### config.mk
export PLATFORM = sky130hd
export DESIGN_NAME = muldiv_seq
export DESIGN_NICKNAME = d
export VERILOG_FILES = /design/src/rtl/muldiv_seq.sv
export SDC_FILE = /design/constraint.sdc
export NUM_CORES = 1
export LEC_CHECK = 0
export CORE_AREA = 2 2 112 114
export DETAILED_ROUTE_END_ITERATION = 8
export DIE_AREA = 0 0 114 116
export PLACE_DENSITY = 0.9
export SETUP_SLACK_MARGIN = 0.3
export SLEW_MARGIN = 10
export SYNTH_ARGS = -nofsm -noshare
export SYNTH_HDL_FRONTEND = slang
export SYNTH_SLANG_ARGS = --single-unit
### constraint.sdc
create_clock -name clk -period 3.98 [get_ports clk]
set_clock_uncertainty 0.2 [all_clocks]
set_input_delay 0.995 -clock clk [delete_from_list [all_inputs] [get_ports clk]]
set_output_delay 0.995 -clock clk [all_outputs]
set_load 0.03 [all_outputs]
### src/rtl/muldiv_seq.sv
// Sequential unsigned multiply/divide unit: 16-cycle radix-2
// shift-add multiply and restoring divide, registered outputs.
module muldiv_seq #(
  parameter int WIDTH = 16
) (
  input  logic             clk,
  input  logic             rst,
  input  logic             start,
  input  logic [1:0]       op,
  input  logic [WIDTH-1:0] a,
  input  logic [WIDTH-1:0] b,
  output logic             busy,
  output logic             done,
  output logic [WIDTH-1:0] result,
  output logic             ovf,
  output logic             divzero
);

  localparam int W = WIDTH;

  localparam logic [1:0] OP_MULL = 2'd0;
  localparam logic [1:0] OP_MULH = 2'd1;
  localparam logic [1:0] OP_DIV  = 2'd2;
  localparam logic [1:0] OP_MOD  = 2'd3;

  localparam logic [4:0] LAST_STEP = 5'(W - 1);

  // One-hot so busy/done come straight off state flops.
  typedef enum logic [2:0] {
    S_IDLE = 3'b001,
    S_RUN  = 3'b010,
    S_DONE = 3'b100
  } state_t;

  state_t r_state;
  state_t w_next;

  logic [4:0]     r_cnt;
  logic [1:0]     r_op;
  logic [W-1:0]   r_opnd;
  logic [2*W-1:0] r_acc;
  logic [W-1:0]   r_rem;
  logic [W-1:0]   r_result;
  logic           r_ovf;
  logic           r_divzero;

  logic           w_accept;
  logic           w_dz;
  logic           w_last;

  logic [W:0]     w_mul_sum;
  logic [2*W-1:0] w_mul_acc;
  logic [W:0]     w_rem_sh;
  logic           w_ge;
  logic [W-1:0]   w_sub;
  logic [W-1:0]   w_div_rem;
  logic [W-1:0]   w_div_q;
  logic [2*W-1:0] w_step_acc;
  logic [W-1:0]   w_res;
  logic           w_ovf;

  assign w_accept = start & (r_state[0] | r_state[2]);
  assign w_dz     = op[1] & (b == '0);
  assign w_last   = (r_cnt == LAST_STEP);

  // State register.
  always_ff @(posedge clk or negedge rst) begin
    if (!rst) begin
      r_state <= S_IDLE;
    end else begin
      r_state <= w_next;
    end
  end

  // Next-state: divide by zero bypasses RUN entirely.
  always_comb begin
    w_next = r_state;
    unique case (1'b1)
      r_state[0]: begin
        if (start) begin
          w_next = w_dz ? S_DONE : S_RUN;
        end
      end
      r_state[1]: begin
        if (w_last) begin
          w_next = S_DONE;
        end
      end
      r_state[2]: begin
        if (start) begin
          w_next = w_dz ? S_DONE : S_RUN;
        end else begin
          w_next = S_IDLE;
        end
      end
      default: w_next = S_IDLE;
    endcase
  end

  // One radix-2 step of each algorithm plus final result select.
  always_comb begin
    // Multiply: {hi, lo}; lo holds the multiplier and
    // drains out the bottom as the product shifts in.
    w_mul_sum = {1'b0, r_acc[2*W-1:W]}
              + (r_acc[0] ? {1'b0, r_opnd} : '0);
    w_mul_acc = {w_mul_sum, r_acc[W-1:1]};

    // Divide: lo of acc is the dividend/quotient shifter.
    // The shifted partial remainder needs W+1 bits; after
    // the restore step it is below the divisor again.
    w_rem_sh  = {r_rem, r_acc[W-1]};
    w_ge      = (w_rem_sh >= {1'b0, r_opnd});
    w_sub     = w_rem_sh[W-1:0] - r_opnd;
    w_div_rem = w_ge ? w_sub : w_rem_sh[W-1:0];
    w_div_q   = {r_acc[W-2:0], w_ge};

    w_step_acc = r_op[1] ? {r_acc[2*W-1:W], w_div_q}
                         : w_mul_acc;

    w_res = '0;
    w_ovf = 1'b0;
    unique case (r_op)
      OP_MULL: begin
        w_res = w_mul_acc[W-1:0];
        w_ovf = |w_mul_acc[2*W-1:W];
      end
      OP_MULH: w_res = w_mul_acc[2*W-1:W];
      OP_DIV:  w_res = w_div_q;
      OP_MOD:  w_res = w_div_rem;
      default: w_res = '0;
    endcase
  end

  // Datapath: latch on accept, step in RUN, publish on DONE entry.
  always_ff @(posedge clk or negedge rst) begin
    if (!rst) begin
      r_cnt     <= '0;
      r_op      <= OP_MULL;
      r_opnd    <= '0;
      r_acc     <= '0;
      r_rem     <= '0;
      r_result  <= '0;
      r_ovf     <= 1'b0;
      r_divzero <= 1'b0;
    end else if (w_accept) begin
      r_cnt  <= '0;
      r_op   <= op;
      r_opnd <= op[1] ? b : a;
      r_acc  <= {{W{1'b0}}, (op[1] ? a : b)};
      r_rem  <= '0;
      if (w_dz) begin
        r_result  <= (op == OP_MOD) ? a : '1;
        r_ovf     <= 1'b0;
        r_divzero <= 1'b1;
      end
    end else if (r_state[1]) begin
      r_cnt <= r_cnt + 5'd1;
      r_acc <= w_step_acc;
      if (r_op[1]) begin
        r_rem <= w_div_rem;
      end
      if (w_last) begin
        r_result  <= w_res;
        r_ovf     <= w_ovf;
        r_divzero <= 1'b0;
      end
    end
  end

  assign busy    = r_state[1];
  assign done    = r_state[2];
  assign result  = r_result;
  assign ovf     = r_ovf;
  assign divzero = r_divzero;

endmodule

==> impl_results.md, run 1 <==
* GR Util All Layers at 33.59%
* Final Max Slew Viols at 0
* Gpl congestion at 1.033
* CP top delay family: compound AO/OA/AOI/OAI gates
* CP most frequent cell: inv_1
* Drt initial violations at 809
* Synth Instances at 805
* Top cells by area, synth: dfrtp_1 (33%), mux2i_1 (7.8%), nand2_1 (6.3%)
* Synth Cell Area at 6900 sq um
* VDD IR-drop max at 0.0005581 V
* Total Routed Length at 21.61 mm
* Worst-skew pair later-pin latency at 350 ps
* Min-delay src: r_opnd[14]
* Slew @ Worst Pin at 1065 ps
* Crit path to: result[8]
* Max_slew headroom at 28.75%
* PostCTS Resize Cnt at 0
* TNS Setup at 0 ps
* Leakage at 0.003561 uW
* Levels on crit path at 12
* Clk sink count at 92
* Post-place instance area at 7500 sq um
* RSZ-0062 raised after global routing: false
* Critical path class: flip-flop to flip-flop
* Port Buffers at 56
* Flops & latches, synth at 92
* Final Hold Fails at 0
* Cell-internal power at 3846 uW
* Syn Nets at 878
* Grt ovf at 0
* Clock Pin Slew Worst Setup and Hold Paths at 70 ps
* Die width at 114 um
* Wire per inst at 21.81 um
* CTS buffer count at 9
* Antenna viol nets, final at 0
* Yosys top cell by area: dfrtp_1
* Top_reg_cell synth: dfrtp_1
* Slowest stage cell, crit path: dfrtp_1
* Max-cap violation count at 0
* Worst r2r dst: result[8]
* DRT Pass-1 Iters at 6
* Fmax achieved at 282.3 MHz
* Fraction of registers with async set/reset at 100.0%
* Largest net degree at the start of global routing at 47
* CP Capture Type: flip-flop
* Total power at 7806 uW
* H-tree levels at 3
* Routed via count at 6859
* TritonCTS clock tree: yes
* PwrDens at 1001 nW/um^2
* Period utilisation layout at 89.00%
* Arrival @ worst endpoint at 3570 ps
* Crit path buffers/inverters at 2
* Cts hold-fix bufs at 0
* EDFF count, synth at 0
* Sequential fraction of the synthesis area at 33.38%
* Avg Inst Size Synth at 8.572 sq um
* HP Class: flip-flop to flip-flop
* Worst-path fanout max at 4
* Switching Share at 50.72%
* DIE HEIGHT at 116 um
* Fin cells at 991
* Min Clock Period, post-route at 3542 ps
* Share of the synthesized area in the top cell type at 33.00%
* Share of cells above drive strength 1 at 6.888%
* Syn-to-layout area delta at 13.04%
* R2R cell count at 12
* First-pass GRT wire length at 33.90 mm
* WHS at 302.7 ps
* Post-CTS Setup Inserts at 0
* Placed Cells at 973
* Synth unique cells at 84
* DP HPWL at 15.98 mm
* Initial antenna violation count at 0
* Clock power frac at 11.3%
* Num rows at 40
* Max stage delay on crit path at 450 ps
* Hold path cells at 2
* Reg-to-reg startpoint: r_acc[15]
* DRC errors left at 0
* Crit-path cells: inv_1 > ha_1 > inv_1 > fa_1 > a211oi_1 > o21bai_1 > a21oi_1 > o21ai_0 > xor2_1 > mux2i_1 > a2111oi_1 > a211o_1
* Final setup violation count at 0
* P_sw at 3959 uW
* Clock root buffer: clkbuf_16
* Vias per cell at 6.921
* Initial Utilization at 57.93%
* Worst setup SP type: flip-flop
* Worst reg2reg setup slack at 440 ps
* Synth Warn # at 0
* Ports at 57
* Crit. Startpoint: r_acc[15]
* Vias in the first global route at 6270
* Sequential cell fraction of total power at 23.6%
* CTS max path bufs at 2
* Die ar. at 13220 sq um
* Status: completed
* Combinational share of power at 65.1%
* Area of the core at 11910 sq um
* Worst EP required at 4010 ps
* Design Area, Final at 7800 sq um
* Nets@finish at 910
per-stage QoR:
step	util [%]	setup WS, ps
2_1_floorplan	-	833.0
3_3_place_gp	62.96	549.7
3_5_place_dp	62.96	476.8
4_1_cts	65.43	446.6
5_1_grt	65.44	321.5
6_report	65.48	437.8
Yosys cell counts, types with 4 or more instances:
cell	number
nand2_1	115
dfrtp_1	91
o21ai_0	75
mux2i_1	54
nor2_1	54
a21oi_1	41
ha_1	34
clkbuf_1	32
inv_1	28
o211ai_1	23
and2_1	18
nand3_1	18
nor3_1	17
a211oi_1	11
o21a_1	11
or3_1	11
xnor2_1	11
nor2b_1	10
a21o_1	9
o22ai_1	9
a31oi_1	7
and3_1	7
xor2_1	7
buf_1	6
a2bb2oi_1	5
a32o_1	4
and3_2	4
clkbuf_8	4
nor4_1	4
o21bai_1	4
how the worst min path moves through the flow:
stage          slack [ps]         end
6_report              300  r_opnd[14]
5_1_grt               340   result[1]
4_1_cts               310  r_opnd[14]
3_5_place_dp          300   result[6]
3_3_place_gp          290   r_opnd[1]
2_1_floorplan         260  r_opnd[10]
area by class of cell:
| cell class | instances | area [sq um] |
|---|---|---|
| Clock inverter | 6 | 65.06 |
| Timing Repair Buffer | 70 | 658.1 |
| Tap cell | 147 | 183.9 |
| Antenna cell | 2 | 5.005 |
| Clock buffer | 10 | 229.0 |
| Sequential cell | 92 | 2305 |
| Multi-Input combinational cell | 636 | 4249 |
| Fill cell | 912 | 4111 |
| Inverter | 28 | 105.1 |
worst min-delay path, stage by stage (launching register included):
cell and delay [ps]:
dfrtp_1 360, nand2_1 50, o21ai_0 60
placed cells by master, fill, tap and decap left out, drive strengths merged, types with 7 or more instances in the layout:
| master | Yosys | final |
|---|---|---|
| nand3 | 19 | 19 |
| a21oi | 44 | 44 |
| o21a | 11 | 11 |
| nor3 | 17 | 17 |
| xor2 | 7 | 7 |
| a211oi | 12 | 12 |
| and2 | 18 | 18 |
| dfrtp | 91 | 91 |
| o22ai | 10 | 10 |
| a31oi | 8 | 8 |
| o21ai | 80 | 80 |
| and3 | 11 | 11 |
| a21o | 10 | 10 |
| mux2i | 54 | 54 |
| o211ai | 23 | 23 |
| xnor2 | 11 | 11 |
| clkdlybuf4s50 | 0 | 54 |
| or3 | 12 | 12 |
| nor2b | 10 | 10 |
| inv | 28 | 29 |
| nand2 | 116 | 116 |
| nor2 | 54 | 54 |
| ha | 34 | 34 |
| buf | 12 | 16 |
| clkbuf | 37 | 10 |
per-layer routing:
metal,global-route usage [%],vias to the layer above,part of all wire (%)
li1,-,2996,-
met1,45.92,3251,39
met2,51.43,499,43
met3,4.707,113,12
met4,19.51,0,5.8
met5,0,-,0
state kept, by name, indices dropped and copies added (netlist names):
signal / flops
r_opnd: 16
ovf: 1
r_rem: 16
result: 16
r_op: 2
divzero: 1
r_cnt: 5
r_acc: 32
r_state: 3
kinds of logic (layout without fill, tap and decap cells):
kind of cell               after synthesis  count (layout)  synth area share, %
and+or+nand+nor                        278             278                19.08
AOI/OAI and AO/OA                      245             245                23.97
DFF                                     92              92                33.38
buffers and inverters                   77             114                5.186
muxes                                   59              59                9.356
adders and majority gates               36              36                6.745
xor gates and xnor gates                18              18                2.285
other                                    0               2                    0
power groups by stage:
stage,Combinational [uW],Sequential [uW],Clock [uW]
floorplan,3620,1760,0
global placement,4760,1810,0
detailed placement,4890,1820,0
CTS,4930,1810,873
global route,5470,1860,911
finish,5080,1840,880
No activity file was read; power rests on OpenSTA's default activity.
==> inputs of run 2 (changes only) <==
--- a/config.mk
+++ b/config.mk
@@ -5,10 +5,10 @@
 export SDC_FILE = /design/constraint.sdc
 export NUM_CORES = 1
 export LEC_CHECK = 0
-export CORE_AREA = 2 2 112 114
+export CORE_AREA = 2 2 116 118
 export DETAILED_ROUTE_END_ITERATION = 8
-export DIE_AREA = 0 0 114 116
-export PLACE_DENSITY = 0.9
+export DIE_AREA = 0 0 118 120
+export PLACE_DENSITY = 0.85
 export SETUP_SLACK_MARGIN = 0.3
 export SLEW_MARGIN = 10
 export SYNTH_ARGS = -nofsm -noshare
==> run 2 against run 1 <==
Critical endpoint is now result[10]. Critical path depth decreased by 2. Combinational power barely moved. Final area rose by 0.42%. Routed wire length decreased by 0.88%. Core utilization fell by 5.1 points. Non-clock buffer count stayed put.
==> impl_results.md, run 2 (synthesis gave the netlist of run 1 again) <==
* Status: completed
* CP Capture Type: flip-flop
* CTS max path bufs at 2
* Met2 wire len at 9.540 mm
* Min Clock Period, post-route at 3484 ps
* Critical path class: flip-flop to flip-flop
* Wire per inst at 21.04 um
* Die width at 118 um
* Largest register FFs at 32
* RSZ-0062 raised after global routing: false
* H-tree levels at 3
* Slew @ Worst Pin at 1020 ps
* Met3 WL at 2.174 mm
* Vias per cell at 6.506
* P_sw at 4014 uW
* Fmax achieved at 287.0 MHz
* TritonCTS clock tree: yes
* Max-cap violation count at 0
* Drt initial violations at 680
* DP HPWL at 15.92 mm
* Met1 WL at 8.490 mm
* Area of the core at 12980 sq um
* Routed via count at 6623
* Top Layer Used: met4
* Total Routed Length at 21.42 mm
* Leakage at 0.003558 uW
* HP Class: flip-flop to flip-flop
* Clock power frac at 10.9%
* Ports at 57
* TNS Setup at 0 ps
* DRT Pass-1 Iters at 5
* Initial Utilization at 53.16%
* DIE HEIGHT at 120 um
* Final Max Slew Viols at 0
* Antenna viol nets, final at 0
* Clock root buffer: clkbuf_16
* Max_slew headroom at 31.72%
* GR Util All Layers at 30.89%
* Combinational share of power at 64.9%
* Arrival @ worst endpoint at 3530 ps
* Final setup violation count at 0
* Final Hold Fails at 0
* PostCTS Resize Cnt at 0
* Biggest register: r_acc
* VDD IR-drop max at 0.0004445 V
* Switching Share at 51.28%
* Syn-to-layout area delta at 13.51%
* Commonest non-fill, non-tap cells in the layout: nand2_1 (115), dfrtp_1 (90), o21ai_0 (75)
* Commonest non-fill, non-tap cell in the layout: nand2_1
* Vias in the first global route at 6327
* Filler cell count at 1124
* Worst setup SP type: flip-flop
* Die ar. at 14160 sq um
* Cts hold-fix bufs at 0
* Worst-skew pair later-pin latency at 360 ps
* Share of cells above drive strength 1 at 7.007%
* PwrDens at 999.3 nW/um^2
* Cell-internal power at 3814 uW
* Worst EP required at 4030 ps
* Clock Pin Slew Worst Setup and Hold Paths at 80 ps
* Port Buffers at 56
* Num rows at 42
* Post-place instance area at 7548 sq um
* ANT cells at 0
* Grt ovf at 0
* Period utilisation layout at 87.54%
* Sequential cell fraction of total power at 24.2%
* Post-CTS Setup Inserts at 0
* Worst-path fanout max at 12
* Design Area, Final at 7833 sq um
* CTS buffer count at 9
* Nets@finish at 910
* Largest net degree at the start of global routing at 65
* First-pass GRT wire length at 34.03 mm
* Clk sink count at 92
* Gpl congestion at 0.9990
* DRC errors left at 0
* Initial antenna violation count at 1
-- run 2: path summary, 6_finish.rpt --
kind / from / to / slack (ps) / cells after the start
min in group asynchronous: rst / r_cnt[0] / 470 / 1
hold reg to reg: r_rem[8] / r_rem[8] / 310 / 2
max in group asynchronous: rst / result[4] / 2430 / 2
setup / recovery: r_opnd[10] / result[10] / 500 / 10
setup reg to reg: r_opnd[10] / result[10] / 500 / 10
hold / removal: r_rem[8] / r_rem[8] / 310 / 2
-- run 2: area by class of cell --
cell class	instances	area [sq um]	share of cell area, %
clock buffers	9	225.2	2.875
repair buffers	70	670.6	8.562
well taps	176	220.2	2.811
multi-input cells	636	4249	54.25
clock inverters	7	57.56	0.7348
flip-flops and latches	92	2305	29.42
inverters	28	105.1	1.342
-- run 2: worst max-delay path, stage by stage (launching register included) --
cell,delay [ps]
dfrtp_1,540
inv_1,100
ha_1,440
nand3_1,160
or3_4,440
a31oi_4,170
o21bai_4,110
nand2_4,210
mux2_4,350
mux4_1,500
a2bb2oi_1,140
-- run 2: routing by layer --
layer | GRT usage, % | up-vias
met5 | 0 | -
met1 | 40.37 | 3170
met3 | 6.464 | 84
met2 | 48.26 | 381
li1 | - | 2988
met4 | 16.57 | 0
-- run 2: through the flow --
stage | hold slack [ps] | power [uW] | worst slack [ps] | util (%) | cells
2_1_floorplan | 263.2 | 5381 | 833.0 | - | 805
3_3_place_gp | 280.8 | 6674 | 533.9 | 58.16 | 1002
3_5_place_dp | 292.4 | 6785 | 407.5 | 58.16 | 1002
4_1_cts | 307.5 | 7671 | 489.3 | 60.33 | 1018
5_1_grt | 326.4 | 8299 | 399.5 | 60.34 | 1018
6_report | 305.2 | 7827 | 495.7 | 60.34 | 1018
-- run 2: power by group through the flow --
stage / combinational (uW) / clock [uW] / sequential, uW
floorplan: 3620 / 0 / 1760
global placement: 4830 / 0 / 1850
detailed placement: 4920 / 0 / 1870
CTS: 4960 / 854 / 1850
global route: 5490 / 893 / 1910
finish: 5080 / 851 / 1900
==> inputs of run 3 (changes only) <==
--- a/config.mk
+++ b/config.mk
@@ -6,8 +6,10 @@
 export NUM_CORES = 1
 export LEC_CHECK = 0
 export CORE_AREA = 2 2 116 118
+export CTS_CLUSTER_SIZE = 28
 export DETAILED_ROUTE_END_ITERATION = 8
 export DIE_AREA = 0 0 118 120
+export GPL_ROUTABILITY_DRIVEN = 0
 export PLACE_DENSITY = 0.85
 export SETUP_SLACK_MARGIN = 0.3
 export SLEW_MARGIN = 10
==> run 3 against run 2 <==
Fmax decreased by 2.8%. Power grew 1.2%. Final cell count stayed put. Largest power group unchanged. Hold slack better by 7.8 ps. Highest routed layer unchanged. First-iteration DRC count is 16% higher. Routed wire length grew 1.9%. Final area is 0.50% higher. Register-to-register slack lost 99 ps.
==> impl_results.md, run 3 (synthesis gave the netlist of run 1 again) <==
* Status: completed
* Vias per cell at 6.523
* DP HPWL at 15.78 mm
* Die width at 118 um
* Nets@finish at 909
* Wire per inst at 21.44 um
* Drt initial violations at 790
* Worst-path fanout max at 4
* Antenna viol nets, final at 0
* Die ar. at 14160 sq um
* Commonest non-fill, non-tap cell in the layout: nand2_1
* Post-place instance area at 7541 sq um
* Share of cells above drive strength 1 at 7.015%
* DIE HEIGHT at 120 um
* Clock root buffer: clkbuf_16
* H-tree levels at 3
* Initial antenna violation count at 0
* RSZ-0062 raised after global routing: true
* Routed via count at 6640
* Arrival @ worst endpoint at 3620 ps
* PwrDens at 1006 nW/um^2
* Vias in the first global route at 6413
* Clock Pin Slew Worst Setup and Hold Paths at 70 ps
* Post-CTS Setup Inserts at 0
* Hold path cells at 2
* Port Buffers at 56
* Slowest stage cell, crit path: mux4_1
* Max_slew headroom at 33.52%
* Fmax achieved at 279.1 MHz
* Leakage at 0.003578 uW
* HP Class: flip-flop to flip-flop
* CTS buffer count at 9
* Ports at 57
* Worst reg2reg setup slack at 400 ps
* Final Max Slew Viols at 0
* Syn-to-layout area delta at 14.07%
* DRC errors left at 0
* Period utilisation layout at 90.03%
* Area of the core at 12980 sq um
* Grt ovf at 0
* Initial Utilization at 53.16%
* Final setup violation count at 0
* CP Capture Type: flip-flop
* Worst setup SP type: flip-flop
* VDD IR-drop max at 0.0004844 V
* Clk sink count at 92
* Num rows at 42
* Cts hold-fix bufs at 0
* Critical path class: flip-flop to flip-flop
* Design Area, Final at 7871 sq um
* End of the worst hold path: result[6]
* Max-cap violation count at 0
* Total Routed Length at 21.83 mm
* Slew @ Worst Pin at 993.5 ps
* Crit-path cells: inv_1 > ha_1 > inv_1 > fa_1 > a211oi_1 > o21ai_0 > a21oi_1 > xnor2_1 > mux2_4 > mux4_1 > a2bb2oi_1
* Biggest register: r_acc
* Largest register FFs at 32
* Reg-to-reg startpoint: r_acc[15]
* Min Clock Period, post-route at 3583 ps
* Worst EP required at 4010 ps
* R2R cell count at 11
* CTS max path bufs at 2
* GR Util All Layers at 31.38%
* Filler cell count at 1081
* TritonCTS clock tree: yes
* Worst-skew pair later-pin latency at 360 ps
* Largest net degree at the start of global routing at 65
* Final Hold Fails at 0
* TNS Setup at 0 ps
* First-pass GRT wire length at 34.62 mm
* DRT Pass-1 Iters at 7
* CP most frequent cell: inv_1
* Max stage delay on crit path at 490 ps
* Min-delay src: result[6]
* Worst r2r dst: result[10]
* Commonest non-fill, non-tap cells in the layout: nand2_1 (115), dfrtp_1 (90), o21ai_0 (75)
-- run 3: stage by stage --
step / util (%) / instances / setup slack [ps] / hold slack, ps / total power, uW
final: 60.64 / 1018 / 396.7 / 312.9 / 7920
after global routing: 60.62 / 1017 / 296.8 / 330.8 / 8415
after CTS: 60.60 / 1017 / 411.3 / 316.1 / 7735
after detailed placement: 58.10 / 1001 / 329.0 / 297.8 / 6743
after global placement: 58.10 / 1001 / 446.5 / 284.9 / 6612
after floorplan: - / 805 / 833.0 / 263.2 / 5381
-- run 3: what timing repair did --
| item | 4_1_cts | 5_1_grt |
|---|---|---|
| pin swaps | 0 | 0 |
| gates resized for setup | 1 | 2 |
| hold endpoints to repair | 0 | 0 |
| setup endpoints to repair | 1 | 4 |
-- run 3: worst max path at each step --
stage,slack (ps),from,endpoint
3_5_place_dp,330,r_acc[0],ovf
6_report,400,r_acc[15],result[10]
4_1_cts,410,r_acc[0],result[10]
5_1_grt,300,r_acc[0],result[10]
3_3_place_gp,450,b[12],result[13]
2_1_floorplan,830,r_acc[0],result[11]
-- run 3: metal layers --
metal  up-vias  global-route usage, %  part of all wire (%)
met2       430                  49.56                    45
met5         -                      0                     0
met1      3120                  41.74                    39
li1       2986                      -                     -
met4         0                  15.66                   5.3
met3       104                  5.513                    11
-- run 3: where the power goes --
group,switching [uW],internal (uW)
sequential,521,1360
clock,411,531
combinational,3090,2010
total,4020,3900
-- run 3: worst max-delay path: cells and delay by family (launching register included) --
family	cells	cell delay, ps
AOI/OAI and AO/OA	4	980
DFF	1	470
xor gates and xnor gates	1	120
adders and majority gates	2	670
buffers and inverters	2	240
muxes	2	780
-- run 3: final cells by class --
cell class                      instances  area (sq um)  area share, %
Antenna cell                            1         2.502        0.03179
Clock buffer                           11         252.7          3.211
Clock inverter                          5         67.56         0.8584
Inverter                               28         105.1          1.335
Multi-Input combinational cell        636          4255          54.06
Sequential cell                        92          2305          29.28
Tap cell                              176         220.2          2.798
Timing Repair Buffer                   69         663.1          8.425
